==> config.mk <==
export PLATFORM = sky130hd
export DESIGN_NAME = cpu_fetch_unit
export DESIGN_NICKNAME = d
export VERILOG_FILES = /design/src/rtl/cpu_pkg.sv /design/src/rtl/cpu_fetch_unit_fetch_queue.sv /design/src/rtl/cpu_fetch_unit.sv
export SDC_FILE = /design/constraint.sdc
export NUM_CORES = 1
export LEC_CHECK = 0
export ABC_AREA = 1
export CAP_MARGIN = 20
export CORE_UTILIZATION = 59
export DETAILED_ROUTE_END_ITERATION = 6
export PLACE_DENSITY = 0.8
export SETUP_SLACK_MARGIN = 0.02
export SLEW_MARGIN = 20
export SYNTH_ARGS = -nofsm -noshare
export SYNTH_HDL_FRONTEND = slang
export SYNTH_SLANG_ARGS = --single-unit
==> constraint.sdc <==
create_clock -name i_clk -period 10.9 [get_ports i_clk]
set_input_delay 2.18 -clock i_clk [delete_from_list [all_inputs] [get_ports i_clk]]
set_output_delay 2.18 -clock i_clk [all_outputs]
set_load 0.05 [all_outputs]
==> src/rtl/cpu_pkg.sv <==
// Shared widths and the prefetch-queue entry type for the CPU front end.
package cpu_pkg;

    localparam int ADDR_W_DEF = 16;
    localparam int DATA_W_DEF = 32;
    localparam logic [ADDR_W_DEF-1:0] RESET_ADDR_DEF = '0;

    typedef struct packed {
        logic [ADDR_W_DEF-1:0] pc;
        logic [DATA_W_DEF-1:0] instr;
    } fetch_entry_t;

endpackage

==> src/rtl/cpu_fetch_unit_fetch_queue.sv <==
// Synchronous FIFO of fetched {pc, instruction} entries with a priority flush.
module fetch_queue
    import cpu_pkg::*;
#(
    parameter int DEPTH = 4,
    parameter type entry_t = fetch_entry_t,
    localparam int PTR_W = (DEPTH > 1) ? $clog2(DEPTH) : 1,
    localparam int CNT_W = $clog2(DEPTH + 1)
) (
    input  logic             i_clk,
    input  logic             i_push,
    input  logic             i_pop,
    input  logic             i_flush,
    input  entry_t           i_data,
    output logic [CNT_W-1:0] o_count,
    output logic             o_empty,
    output entry_t           o_head
);

    // Sized to the pointer range so DEPTH=1 still has a legal 1-bit index.
    entry_t           r_mem [2**PTR_W];
    logic [PTR_W-1:0] r_rd_ptr;
    logic [PTR_W-1:0] r_wr_ptr;
    logic [CNT_W-1:0] r_count;
    logic             w_do_pop;
    logic             w_do_push;

    function automatic logic [PTR_W-1:0] ptr_next(input logic [PTR_W-1:0] p);
        return (p == PTR_W'(DEPTH - 1)) ? '0 : p + 1'b1;
    endfunction

    assign w_do_pop  = i_pop && (r_count != '0);
    assign w_do_push = i_push && (w_do_pop || (r_count != CNT_W'(DEPTH)));

    always_ff @(posedge i_clk) begin
        if (i_flush) begin
            r_rd_ptr <= '0;
            r_wr_ptr <= '0;
            r_count  <= '0;
        end else begin
            if (w_do_push) r_wr_ptr <= ptr_next(r_wr_ptr);
            if (w_do_pop)  r_rd_ptr <= ptr_next(r_rd_ptr);
            r_count <= r_count + CNT_W'(w_do_push) - CNT_W'(w_do_pop);
        end
    end

    always_ff @(posedge i_clk) begin
        if (!i_flush && w_do_push) r_mem[r_wr_ptr] <= i_data;
    end

    // The issue logic upstream must never let a push hit a full queue.
    always_ff @(posedge i_clk) begin
        if (!i_flush) assert (w_do_push || !i_push);
    end

    assign o_count = r_count;
    assign o_empty = (r_count == '0);
    assign o_head  = r_mem[r_rd_ptr];

endmodule

==> src/rtl/cpu_fetch_unit.sv <==
// Instruction-fetch front end: PC sequencing, one outstanding memory read,
// prefetch queue and redirect flush toward decode.
module cpu_fetch_unit
    import cpu_pkg::*;
#(
    parameter int                ADDR_W     = ADDR_W_DEF,
    parameter int                DATA_W     = DATA_W_DEF,
    parameter int                DEPTH      = 4,
    parameter logic [ADDR_W-1:0] ADDR_STEP  = 1,
    parameter logic [ADDR_W-1:0] RESET_ADDR = ADDR_W'(RESET_ADDR_DEF)
) (
    input  logic              i_clk,
    input  logic              i_reset,
    output logic [ADDR_W-1:0] o_instruction_address,
    output logic              o_instruction_read,
    input  logic [DATA_W-1:0] i_instruction_data,
    input  logic              i_redirect,
    input  logic [ADDR_W-1:0] i_redirect_target,
    output logic              o_valid,
    input  logic              i_ready,
    output logic [DATA_W-1:0] o_instruction,
    output logic [ADDR_W-1:0] o_pc
);

    typedef struct packed {
        logic [ADDR_W-1:0] pc;
        logic [DATA_W-1:0] instr;
    } entry_t;

    localparam int CNT_W = $clog2(DEPTH + 1);
    localparam int OCC_W = CNT_W + 1;

    logic [ADDR_W-1:0] r_pc;
    logic [ADDR_W-1:0] r_pc_inflight;
    logic              r_inflight;
    logic              r_kill;

    logic              w_valid;
    logic              w_pop;
    logic              w_push;
    logic              w_issue;
    logic              w_flush;
    logic              w_empty;
    logic [CNT_W-1:0]  w_count;
    logic [OCC_W-1:0]  w_occupancy;
    entry_t            w_entry;
    entry_t            w_head;

    assign w_valid = !w_empty && !i_reset;
    assign w_pop   = w_valid && i_ready && !i_redirect;
    assign w_push  = r_inflight && !r_kill;
    assign w_flush = i_reset || i_redirect;

    // Counting the pop that happens this cycle keeps a full queue streaming.
    assign w_occupancy = {1'b0, w_count} + OCC_W'(r_inflight) - OCC_W'(w_pop);
    assign w_issue     = !i_reset && !i_redirect && (w_occupancy < OCC_W'(DEPTH));

    assign w_entry = '{pc: r_pc_inflight, instr: i_instruction_data};

    always_ff @(posedge i_clk) begin
        if (i_reset) begin
            r_pc       <= RESET_ADDR;
            r_inflight <= 1'b0;
            r_kill     <= 1'b0;
        end else begin
            r_inflight <= w_issue;
            r_kill     <= r_inflight && i_redirect;
            if (i_redirect)   r_pc <= i_redirect_target;
            else if (w_issue) r_pc <= r_pc + ADDR_STEP;
        end
    end

    always_ff @(posedge i_clk) begin
        if (w_issue) r_pc_inflight <= r_pc;
    end

    fetch_queue #(
        .DEPTH   (DEPTH),
        .entry_t (entry_t)
    ) u_queue (
        .i_clk   (i_clk),
        .i_push  (w_push),
        .i_pop   (w_pop),
        .i_flush (w_flush),
        .i_data  (w_entry),
        .o_count (w_count),
        .o_empty (w_empty),
        .o_head  (w_head)
    );

    assign o_instruction_address = r_pc;
    assign o_instruction_read    = w_issue;
    assign o_valid               = w_valid;
    assign o_instruction         = w_head.instr;
    assign o_pc                  = w_head.pc;

endmodule

-- Word-level counts from Yosys, hierarchy flattened
Memory sizes are Yosys's and may differ from the RTL's. A register that Yosys moved wholly into a read port is not among the register bits.
Index checks and enable logic that the tools add are counted.
- flip-flop bits (word level): 41
- bits in writable memories: 192
- input port bits: 52
- memories: 1
- add/sub/neg operators: 7
- magnitude comparators: 1
- equal/unequal tests: 3
- multiplexer cells: 8
- reduce and logical (&&, ||, !) cells: 20
- memories (memory ; words ; bits a word ; read ports ; clocked after Yosys merged registers in ; write ports ; RTL line ; source):
    u_queue.r_mem ; 4 ; 48 ; 1 ; 1 ; 1 ; cpu_fetch_unit_fetch_queue.sv:21 ; entry_t r_mem [2**PTR_W];
- operator list (operator ; number):
    $mux 16 ; 2
    $add 16x1->16 const B ; 1
    $logic_and 1x1->1 ; 10
    $mux 2 ; 4
    $logic_not 1->1 ; 5
    $add 2x1->2 const B ; 2
    $add 3x1->4 ; 1
    $eq 2x2->1 const B ; 2
    $lt 4x3->1 const B ; 1
    $sub 4x1->4 ; 1
    $add 3x1->3 ; 1
    $logic_not 3->1 ; 1
    $ne 3x3->1 const B ; 1
    $reduce_bool 3->1 ; 1
    $sub 3x1->3 ; 1
    $logic_or 1x1->1 ; 2
    $mux 1 ; 2
    $reduce_bool 2->1 ; 1

-- Depth between registers and ports, before layout
- depth in word-level cells: 11
- mapped depth: 17
- depth with buffers taken out: 17

-- Modules after synthesis
From an unflattened synthesis, not the netlist that was laid out.
- cells, all modules: 761
- area total of the unflattened synthesis: 9462.8 um2
- by module, submodules not included (module ; instances ; cells an instance ; area an instance (um2) ; sequential area each (um2)):
    fetch_queue ; 1 ; 533 ; 7674.9 ; 5945.7
    cpu_fetch_unit ; 1 ; 228 ; 1788.0 ; 840.8

-- Least setup slack after synthesis
No wires, ideal clock.
- path kind: input to output
- from: input i_reset
- to: output o_instruction_read
- data arrival time: 3.747 ns
- required time: 8.720 ns
- setup slack: 4.973 ns
- stages on the path: 12
- path buffers: 0
- path through: nor2_4 nand3_2 inv_1 ha_1 inv_1 ha_1 nand3_1 nand2_1 clkinv_1 nand2_2 nand2_2 nor2_8
- word-level cells in the longest chain between the ends: 7
- ends and longest elaborated chain (what ; RTL line ; source):
    start, declared ; cpu_fetch_unit.sv:13 ; input logic i_reset,
    $logic_not 1->1 * ; cpu_fetch_unit.sv:49, cpu_fetch_unit.sv:56 ;
    $logic_and 1x1->1 ; cpu_fetch_unit.sv:49 ; assign w_valid = !w_empty && !i_reset;
    $logic_and 1x1->1 (2 in a row) ; cpu_fetch_unit.sv:50 ; assign w_pop = w_valid && i_ready && !i_redirect;
    $sub 4x1->4 ; cpu_fetch_unit.sv:55 ; assign w_occupancy = {1'b0, w_count} + OCC_W'(r_inflight) - OCC_W'(w_pop);
    $lt 4x3->1 ; cpu_fetch_unit.sv:56 ; assign w_issue = !i_reset && !i_redirect && (w_occupancy < OCC_W'(DEPTH));
    $logic_and 1x1->1 * ; cpu_fetch_unit.sv:56 ;
    end, declared ; cpu_fetch_unit.sv:15 ; output logic o_instruction_read,
Mark *: on every way between the ends. The rest lies on a longest branch, timed or not.

-- Final worst setup path
Ends and elaborated chain as after synthesis.

==> results_dict.tcl <==
set metrics [dict create \
    ys_types 39 \
    dr.pass1.iters 5 \
    dieArea_um2 16200 \
    slew_violations 0 \
    ys_seq_elements 235 \
    async_flop_share_pct 0 \
    clkPwrFrac_pct 40.3 \
    dp.cells 1041 \
    slew_headroom_pct 34.6 \
    drcViolationCount 0 \
    synthCells 742 \
    grtUsageTotal_pct 24.2 \
    post_cts_resize_count 0 \
    wl_per_cell_um 17.9 \
    rrSetupSlack_ns 8.46 \
    yosys.area_share.adder_pct 1.70 \
    drt-total-wl_mm 19.4 \
    nNetsFinal 920 \
    synth-edff-count 208 \
    area_growth_pct 22.6 \
    crit_type "in2out" \
    h-tree-depth 1 \
    crit_fanout 25 \
    gp_congestion 0.847 \
    io_pins 118 \
    ant_nets 0 \
    cap_violations 0 \
    synth_top_family_by_area "simple AND/OR/NAND/NOR gates" \
    io_buffers 117 \
    final_common_cell "edfxtp_1" \
    final-setup-viol-count 0 \
    clockRootBuffer "clkbuf_16" \
    vdd.ir_drop.worst_mv 0.113 \
    die_h_um 127 \
    power_frac_seq_pct 53.8 \
    grt_start_max_net_pins 98 \
    clk_latency_ns 0.51 \
    start_kind "input port" \
    synth_ff_type "edfxtp_1" \
    setup-tns-final_ns 0 \
    p_int_uw 1480 \
    clk_pin_slew_worst_paths_ns 0.06 \
    dr_total_vias 6231 \
    grt_setup_unrepaired "false" \
    ys_seq_area_share_pct 73.1 \
    gr-total-overflow 0 \
    arrival_ns 5.61 \
    required_ns 8.72 \
    synthesis.area_um2 9290 \
    synth_warnings 0 \
    synthXorXnorAreaFrac_pct 0.472 \
    antenna_found_initial 0 \
    die_x_um 127 \
    cp_top_family "buffers and inverters" \
    combPwrFrac_pct 5.9 \
    rows 45 \
    stdcell_count 1082 \
    drive_gt1_share_pct 7.47 \
    grt_pass1_vias 6227 \
    drt_iter0_drc 444 \
    tritoncts "done" \
    yosys-mux-area-fraction_pct 0 \
    tightest_slew_ns 0.981 \
    synth_compound_area_share_pct 9.93 \
    fin_skew_ns 0.0146 \
    crit_chain "clkdlybuf4s50_1 -> nor2_4 -> nand3_2 -> inv_1 -> ha_1 -> inv_1 -> ha_1 -> nand3_1 -> nand2_1 -> clkinv_1 -> nand2_2 -> nand2_2 -> nor2_8 -> clkdlybuf4s50_1" \
    fin_util_pct 74.6 \
    cts_sinks 235 \
    syn_nets 806 \
    cp_slowest_cell "clkdlybuf4s50_1" \
    clockBufferDepth 3 \
    switchingPower_uw 392 \
    slowest_delay_ns 0.88 \
    start_util_pct 60.9 \
    min_path_type "reg2reg" \
    grt_pass1_wl_mm 30.4 \
    outcome "finished, final reports clean" \
    core_um2 15300 \
    p_sw_share_pct 20.9 \
    crit_buf_inv 5 \
    cp-end-kind "output pin" \
    layout_common_cells "edfxtp_1, clkdlybuf4s50_1, nor2_1, o21ai_0, nand2_1" \
    fin_hold_ws_ns 0.485 \
    fin_crit_sh_pct 71.4 \
    period_minus_slack_ns 7.79 \
    post_cts_buffers 0 \
    yosys.area_share.simple_pct 11.5 \
    postCtsHoldBufs 0 \
    numCtsBuffers 24 \
    max_clock_freq_ghz 0.128 \
    total_leakage_power_uw 0.00396 \
    p_per_area_nw_per_um2 165 \
    hold_violations 0 \
    syn_area_per_cell_um2 12.5 \
    viasPerCell 5.76 \
    hpwl_mm 11.0 \
]
==> worst paths after layout <==
check,start,to,cells past startpoint
setup reg to reg,u_queue.o_count[1]$_SDFF_PP0_,o_instruction_address[15]$_SDFFE_PP0P_,17
hold reg to reg,r_inflight$_SDFF_PP0_,r_kill$_SDFF_PP0_,2
setup / recovery,i_reset,o_instruction_read,14
hold / removal,r_inflight$_SDFF_PP0_,r_kill$_SDFF_PP0_,2
==> power by group through the flow <==
stage	Clock [uW]	Sequential (uW)	Combinational (uW)
3_3_place_gp	0	1030	107
3_5_place_dp	0	1030	110
5_1_grt	805	1010	118
6_report	757	1010	110
2_1_floorplan	0	1040	46.6
4_1_cts	766	1010	110
==> logic make-up (layout without fill, tap and decap cells) <==
logic type	count (synthesis)	count (layout)
simple gates	246	246
flops	235	235
compound gates	167	167
buf+inv	77	205
fa+ha+maj	12	12
xor+xnor	5	5
other cells	0	1
==> registers in the layout, summed over array words and instances, names as in the netlist, named ones only <==
name and count:
u_queue.r_wr_ptr 2, u_queue.o_count 3, r_inflight 1, o_instruction_address 16, u_queue.r_rd_ptr 2, r_pc_inflight 16
r_kill 1, u_queue.r_mem 192
==> cell usage after synthesis (2+ instances only) <==
cell type | n | area (um2)
nor2_1 | 118 | 443
nand4_1 | 5 | 31.3
nand3_1 | 32 | 160
o21ai_0 | 96 | 480
a21oi_1 | 10 | 50.1
nor2_2 | 5 | 31.3
inv_2 | 3 | 11.3
xnor2_1 | 3 | 26.3
nand2_1 | 72 | 270
xor2_1 | 2 | 17.5
o21bai_1 | 3 | 22.5
ha_1 | 11 | 138
edfxtp_1 | 208 | 6250
inv_1 | 37 | 139
nor3_1 | 2 | 10.0
dfxtp_1 | 27 | 541
nand2_2 | 4 | 25.0
buf_2 | 8 | 40.0
o21ai_1 | 4 | 20.0
nand3_2 | 2 | 20.0
o22ai_1 | 48 | 300
clkbuf_1 | 25 | 93.8
==> final cells by class <==
class | instances | area, um2
sequential | 235 | 6790
fill | 957 | 3870
multi-input combinational | 430 | 2220
timing repair buffer | 123 | 1220
clock buffer | 34 | 668
tap | 211 | 264
inverter | 42 | 160
clock inverter | 6 | 62.6
antenna | 1 | 2.50
==> worst reg2reg max path, stage by stage, from the launching register on <==
cell and delay [ns]:
dfxtp_1 0.37, inv_1 0.12, nand3_1 0.12, nand3_2 0.10
inv_1 0.08, ha_1 0.14, inv_1 0.05, ha_1 0.27
nand3_1 0.07, nand2_1 0.10, clkinv_1 0.08, nand2_2 0.10
nand2_2 0.10, nor2_8 0.35, nand3_1 0.13, nand3_1 0.09
nand2_1 0.05, inv_1 0.05
==> metal layers <==
| layer | up-vias | global-route usage [%] | wire length (um) |
|---|---|---|---|
| met3 | 53 | 5.40 | 1500 |
| met5 | - | 0 | 0 |
| li1 | 2899 | - | - |
| met2 | 281 | 41.0 | 9370 |
| met4 | 0 | 9.87 | 622 |
| met1 | 2998 | 30.3 | 7870 |
==> per-stage QoR <==
stage	instance area, um2	total power (uW)	setup WS (ns)
2_1_floorplan	9290	1080	4.97
3_3_place_gp	10700	1130	3.23
3_5_place_dp	10700	1140	3.15
4_1_cts	11400	1880	3.10
5_1_grt	11400	1930	2.90
6_report	11400	1880	3.11
Note: power is estimated with default switching activity, not from simulation.
